[config.mk]
export PLATFORM = sky130hd
export DESIGN_NAME = fmul_share_arb
export DESIGN_NICKNAME = d
export VERILOG_FILES = /design/src/rtl/fmul_pkg.sv /design/src/rtl/fmul_share_arb_rr_pick.sv /design/src/rtl/fmul_share_arb.sv
export SDC_FILE = /design/constraint.sdc
export NUM_CORES = 1
export LEC_CHECK = 0
export BUFFER_PORTS_ARGS = -buffer_cell sky130_fd_sc_hd__buf_2
export CORE_MARGIN = 2
export CORE_UTILIZATION = 30
export CTS_CLUSTER_DIAMETER = 100
export CTS_CLUSTER_SIZE = 12
export DETAILED_ROUTE_END_ITERATION = 10
export GPL_ROUTABILITY_DRIVEN = 0
export PLACE_DENSITY = 0.63
export SLEW_MARGIN = 25
export SYNTH_ARGS = -nofsm -noshare
export SYNTH_HDL_FRONTEND = slang
export SYNTH_SLANG_ARGS = --single-unit
[constraint.sdc]
create_clock -name clk -period 4.9 [get_ports clk]
set_clock_uncertainty 0.2 [all_clocks]
set_input_delay 0.98 -clock clk [delete_from_list [all_inputs] [get_ports clk]]
set_output_delay 0.98 -clock clk [all_outputs]
set_load 0.005 [all_outputs]
[src/rtl/fmul_pkg.sv]
// Shared definitions for the shared floating-point multiplier arbiter:
// FSM state encodings and the default abort timeout.
package fmul_pkg;

  typedef enum logic [1:0] {
    ST_IDLE    = 2'd0,
    ST_BUSY    = 2'd1,
    ST_RELEASE = 2'd2
  } state_e;

  localparam int DEFAULT_TIMEOUT = 255;
  localparam int WORD_W          = 32;

endpackage

[src/rtl/fmul_share_arb_rr_pick.sv]
// Combinational round-robin pick: rotate requests so ptr lands at bit 0,
// find the lowest set bit, then rotate the index back into requester space.
module rr_pick #(
  parameter int NREQ = 4,
  parameter int IW   = $clog2(NREQ)
) (
  input  logic [NREQ-1:0] req,
  input  logic [IW-1:0]   ptr,
  output logic            valid,
  output logic [IW-1:0]   gnt_id
);

  logic [2*NREQ-1:0] req_dbl;
  logic [NREQ-1:0]   rot;
  logic [IW-1:0]     off;
  logic [IW:0]       sum;

  assign req_dbl = {req, req};

  generate
    for (genvar gi = 0; gi < NREQ; gi++) begin : g_rot
      assign rot[gi] = req_dbl[gi + int'(ptr)];
    end
  endgenerate

  // Scan from the top so the lowest set bit is the one that sticks.
  always_comb begin
    off = '0;
    for (int i = NREQ - 1; i >= 0; i--) begin
      if (rot[i]) off = IW'(i);
    end
  end

  assign valid  = |req;
  assign sum    = {1'b0, off} + {1'b0, ptr};
  assign gnt_id = (sum >= (IW+1)'(NREQ)) ? IW'(sum - (IW+1)'(NREQ)) : sum[IW-1:0];

endmodule

[src/rtl/fmul_share_arb.sv]
// Round-robin arbiter that time-shares one external FP multiplier between
// NREQ requesters, with a per-operation abort timeout.
module fmul_share_arb
  import fmul_pkg::*;
#(
  parameter int NREQ    = 4,
  parameter int TIMEOUT = DEFAULT_TIMEOUT
) (
  input  logic                 clk,
  input  logic                 rst_n,
  input  logic [NREQ-1:0]      req,
  input  logic [NREQ*32-1:0]   req_a,
  input  logic [NREQ*32-1:0]   req_b,
  output logic [NREQ-1:0]      ack,
  output logic [31:0]          rsp_result,
  output logic                 rsp_err,
  output logic                 busy,
  output logic [31:0]          mul_a,
  output logic [31:0]          mul_b,
  output logic                 mul_start,
  input  logic [3:0]           mul_done,
  input  logic [31:0]          mul_result
);

  localparam int IW = $clog2(NREQ);

  state_e              state_reg, state_next;
  logic [IW-1:0]       rr_ptr_reg, rr_ptr_next;
  logic [IW-1:0]       cur_id_reg, cur_id_next;
  logic [15:0]         timer_reg, timer_next;
  logic [NREQ-1:0]     ack_reg, ack_next;
  logic [WORD_W-1:0]   rsp_result_reg, rsp_result_next;
  logic                rsp_err_reg, rsp_err_next;
  logic                mul_start_reg, mul_start_next;
  logic [WORD_W-1:0]   mul_a_reg, mul_a_next;
  logic [WORD_W-1:0]   mul_b_reg, mul_b_next;

  logic                pick_valid;
  logic [IW-1:0]       pick_id;
  logic                timer_hit;
  logic [IW-1:0]       id_inc;
  logic                unused_done;

  // Only bit 0 of the multiplier's done bus carries meaning.
  assign unused_done = ^mul_done[3:1];

  rr_pick #(
    .NREQ (NREQ),
    .IW   (IW)
  ) u_pick (
    .req    (req),
    .ptr    (rr_ptr_reg),
    .valid  (pick_valid),
    .gnt_id (pick_id)
  );

  assign timer_hit = ({1'b0, timer_reg} + 17'd1) >= 17'(TIMEOUT);
  assign id_inc    = (cur_id_reg == IW'(NREQ - 1)) ? '0 : cur_id_reg + IW'(1);

  always_comb begin
    state_next      = state_reg;
    rr_ptr_next     = rr_ptr_reg;
    cur_id_next     = cur_id_reg;
    timer_next      = timer_reg;
    ack_next        = '0;
    rsp_result_next = rsp_result_reg;
    rsp_err_next    = rsp_err_reg;
    mul_start_next  = mul_start_reg;
    mul_a_next      = mul_a_reg;
    mul_b_next      = mul_b_reg;

    case (state_reg)
      ST_IDLE: begin
        if (pick_valid) begin
          state_next     = ST_BUSY;
          cur_id_next    = pick_id;
          mul_a_next     = req_a[32*int'(pick_id) +: 32];
          mul_b_next     = req_b[32*int'(pick_id) +: 32];
          mul_start_next = 1'b1;
          timer_next     = '0;
        end
      end
      ST_BUSY: begin
        timer_next = timer_reg + 16'd1;
        // Done is checked first so it wins over a same-cycle timeout.
        if (mul_done[0] || timer_hit) begin
          state_next     = ST_RELEASE;
          ack_next       = NREQ'(1) << cur_id_reg;
          mul_start_next = 1'b0;
          rr_ptr_next    = id_inc;
          rsp_err_next   = !mul_done[0];
          if (mul_done[0]) rsp_result_next = mul_result;
        end
      end
      ST_RELEASE: begin
        state_next = ST_IDLE;
      end
      default: begin
        state_next = ST_IDLE;
      end
    endcase
  end

  always_ff @(posedge clk or negedge rst_n) begin
    if (!rst_n) begin
      state_reg      <= ST_IDLE;
      rr_ptr_reg     <= '0;
      cur_id_reg     <= '0;
      timer_reg      <= '0;
      ack_reg        <= '0;
      rsp_result_reg <= '0;
      rsp_err_reg    <= 1'b0;
      mul_start_reg  <= 1'b0;
      mul_a_reg      <= '0;
      mul_b_reg      <= '0;
    end else begin
      state_reg      <= state_next;
      rr_ptr_reg     <= rr_ptr_next;
      cur_id_reg     <= cur_id_next;
      timer_reg      <= timer_next;
      ack_reg        <= ack_next;
      rsp_result_reg <= rsp_result_next;
      rsp_err_reg    <= rsp_err_next;
      mul_start_reg  <= mul_start_next;
      mul_a_reg      <= mul_a_next;
      mul_b_reg      <= mul_b_next;
    end
  end

  assign ack        = ack_reg;
  assign rsp_result = rsp_result_reg;
  assign rsp_err    = rsp_err_reg;
  assign busy       = (state_reg != ST_IDLE);
  assign mul_a      = mul_a_reg;
  assign mul_b      = mul_b_reg;
  assign mul_start  = mul_start_reg;

endmodule

==> impl_metrics.tcl <==
set metrics [dict create \
    layout_common_cells "buf_2, mux2i_1, dfrtp_1" \
    hold_violations 0 \
    min_path_cells 1 \
    row_count 57 \
    htreeDepth 4 \
    tightest_slew_ns 0.9716 \
    die_w_um 161.1 \
    grt_max_degree 68 \
    clk_root_buffer_cell "clkbuf_16" \
    fill_cells 2400 \
    drive_above_1_share_pct 54.40 \
    wl_mm 21.18 \
    multi_input_area_um2 4034 \
    die_y_um 161.1 \
    dp.cells 1314 \
    drt_iter0_drc 219 \
    cts_resized 0 \
    crit_required_ns 4.99 \
    synth_cell_types 49 \
    avgViaCountPerCell 4.675 \
    synth_edf_count 0 \
    synth_seq_cells 124 \
    grt_use_total_pct 16.37 \
    ys.flop_type "dfrtp_1" \
    cts_hold_buf 0 \
    dieArea_um2 25970 \
    critPathKind "reg2reg" \
    synth_area_leaders "dfrtp_1, mux2i_1, mux2_2" \
    finalSetupTns_ns 0 \
    antenna_found_initial 0 \
    netlist_area_um2 7408 \
    maxCapViolCount 0 \
    slew_headroom_pct 34.99 \
    ant_nets 0 \
    critPathCapture "mul_a[28]" \
    period_needed_ns 4.067 \
    crit_fanout 46 \
    min_period_over_period_pct 82.99 \
    clk_path_buf_depth 2 \
    r2r_start "rr_ptr_reg[0]" \
    hp-class "reg2reg" \
    antenna_cells 0 \
    worst_skew_pair.late_latency_ns 0.41 \
    syn2layout_area_growth_pct 40.26 \
    yosysTopAreaCell "dfrtp_1" \
    p_per_area_nw_per_um2 813.5 \
    start_util_pct 30.55 \
    postSynthAreaPerCell_um2 12.05 \
    numCtsBuffers 17 \
    p_leak_nw 5.352 \
    fmax_mhz 245.9 \
    final_common_cell "buf_2" \
    critPathLaunchType "flip-flop" \
    ir_drop_v 0.0005142 \
    end_kind "flip-flop" \
    final_nets 1315 \
    rsz0062_at_grt "no" \
    yosysSeqAreaShare_pct 41.88 \
    via_count 6293 \
    synthCells 615 \
    stdcell_count 1346 \
    core_um2 24250 \
    cts.sinks 124 \
    route.detailed.drc 0 \
    wl_per_cell_um 15.74 \
    synth_top_area_share_pct 41.88 \
    setup_viol 0 \
    regArea_um2 3103 \
    worst_ep_arrival_time_ns 4.16 \
    io_buffers 397 \
    cts_setup_buffers 0 \
    timing.rr.end "mul_a[28]" \
    first_pass_iters 4 \
    rr_worst_depth 12 \
    crit_start "rr_ptr_reg[0]" \
    place_hpwl_mm 16.24 \
    status "complete, no violations" \
    async_reset_ff_share_pct 100.0 \
    grt_pass1_vias 6400 \
    grt_pass1_wl_mm 33.67 \
    gr-total-overflow 0 \
    io_pins 401 \
    syn_nets 921 \
    cts_tree "built" \
    hold_start "mul_b[28]" \
    r2r_slack_ns 0.83 \
    yosysWarnings 0 \
    final_max_slew_viol_count 0 \
    path_clk_slew_ns 0.06 \
]
-- worst max-delay path: stages, from the launching register on --
cell	delay [ns]
dfrtp_1	0.51
ha_1	0.39
mux4_2	0.57
a22oi_1	0.18
o21ai_0	0.15
ha_4	0.21
nand2b_1	0.16
or3_1	0.32
o211a_1	0.16
nand3_4	0.26
buf_12	0.34
mux2i_1	0.16
mux2_2	0.28
-- per-layer routing --
layer / wire length, um / track usage, % / vias to the layer above / share of wire [%]
met5: 0 / 0 / - / 0
li1: - / - / 3056 / -
met2: 10450 / 28.19 / 221 / 49
met3: 1238 / 4.032 / 39 / 5.8
met4: 537 / 5.804 / 0 / 2.5
met1: 8955 / 19.95 / 2977 / 42
-- stage by stage --
step / setup slack (ns) / power (W) / hold slack, ns / util (%) / instance area, um2
after floorplan: 1.135 / 0.005825 / 0.2805 / - / 7408
after global placement: 0.7227 / 0.007122 / 0.2734 / 40.27 / 9766
after detailed placement: 0.6746 / 0.007215 / 0.2829 / 40.27 / 9766
after CTS: 0.8136 / 0.008593 / 0.3011 / 42.85 / 10390
after global routing: 0.6353 / 0.009064 / 0.3140 / 42.85 / 10390
final: 0.8334 / 0.008454 / 0.2969 / 42.85 / 10390
-- how the worst min path moves through the flow --
| stage | endpoint | slack [ns] |
|---|---|---|
| after floorplan | timer_reg[12] | 0.28 |
| after global placement | rsp_err | 0.27 |
| after detailed placement | rsp_err | 0.28 |
| after CTS | rsp_result[11] | 0.30 |
| after global routing | mul_b[8] | 0.31 |
| final | mul_b[28] | 0.30 |
-- cell type report --
type                       instances  area share (%)
clock buffer                      21           4.527
clock inverter                    11           1.493
inverter                           7          0.2529
multi-input combinational        441           38.82
sequential                       124           29.86
tap                              324           3.901
timing repair buffer             418           21.14
-- cell families after synthesis --
family	count (synthesis)	synth area share, %
AOI/OAI and AO/OA	54	4.661
DFF	124	41.88
xor gates and xnor gates	4	0.4730
muxes	293	41.77
buffers and inverters	50	4.037
adders and majority gates	8	1.351
and+or+nand+nor	82	5.827
-- synth_stat cells, drive strengths merged (2+ instances only) --
| cell type | count |
|---|---|
| mux2i | 191 |
| nand2 | 15 |
| o22ai | 5 |
| ha | 8 |
| o31ai | 3 |
| nor4 | 4 |
| nand4 | 10 |
| and3 | 2 |
| nand3 | 8 |
| xnor2 | 2 |
| xor2 | 2 |
| nor2 | 21 |
| mux2 | 99 |
| nand2b | 4 |
| o21ai | 27 |
| and2 | 5 |
| nor3 | 5 |
| o21a | 2 |
| mux4 | 3 |
| a31oi | 4 |
| buf | 18 |
| inv | 7 |
| clkbuf | 25 |
| dfrtp | 124 |
| a21oi | 4 |
-- power breakdown --
| group | switching [W] | internal, W | leakage, nW |
|---|---|---|---|
| logic | 0.00251 | 0.00283 | 3.55 |
| clock network | 0.000479 | 0.000848 | 0.305 |
| registers | 0.000259 | 0.00152 | 1.49 |
| total | 0.00325 | 0.00520 | 5.35 |
Note: power is estimated with default switching activity, not from simulation.
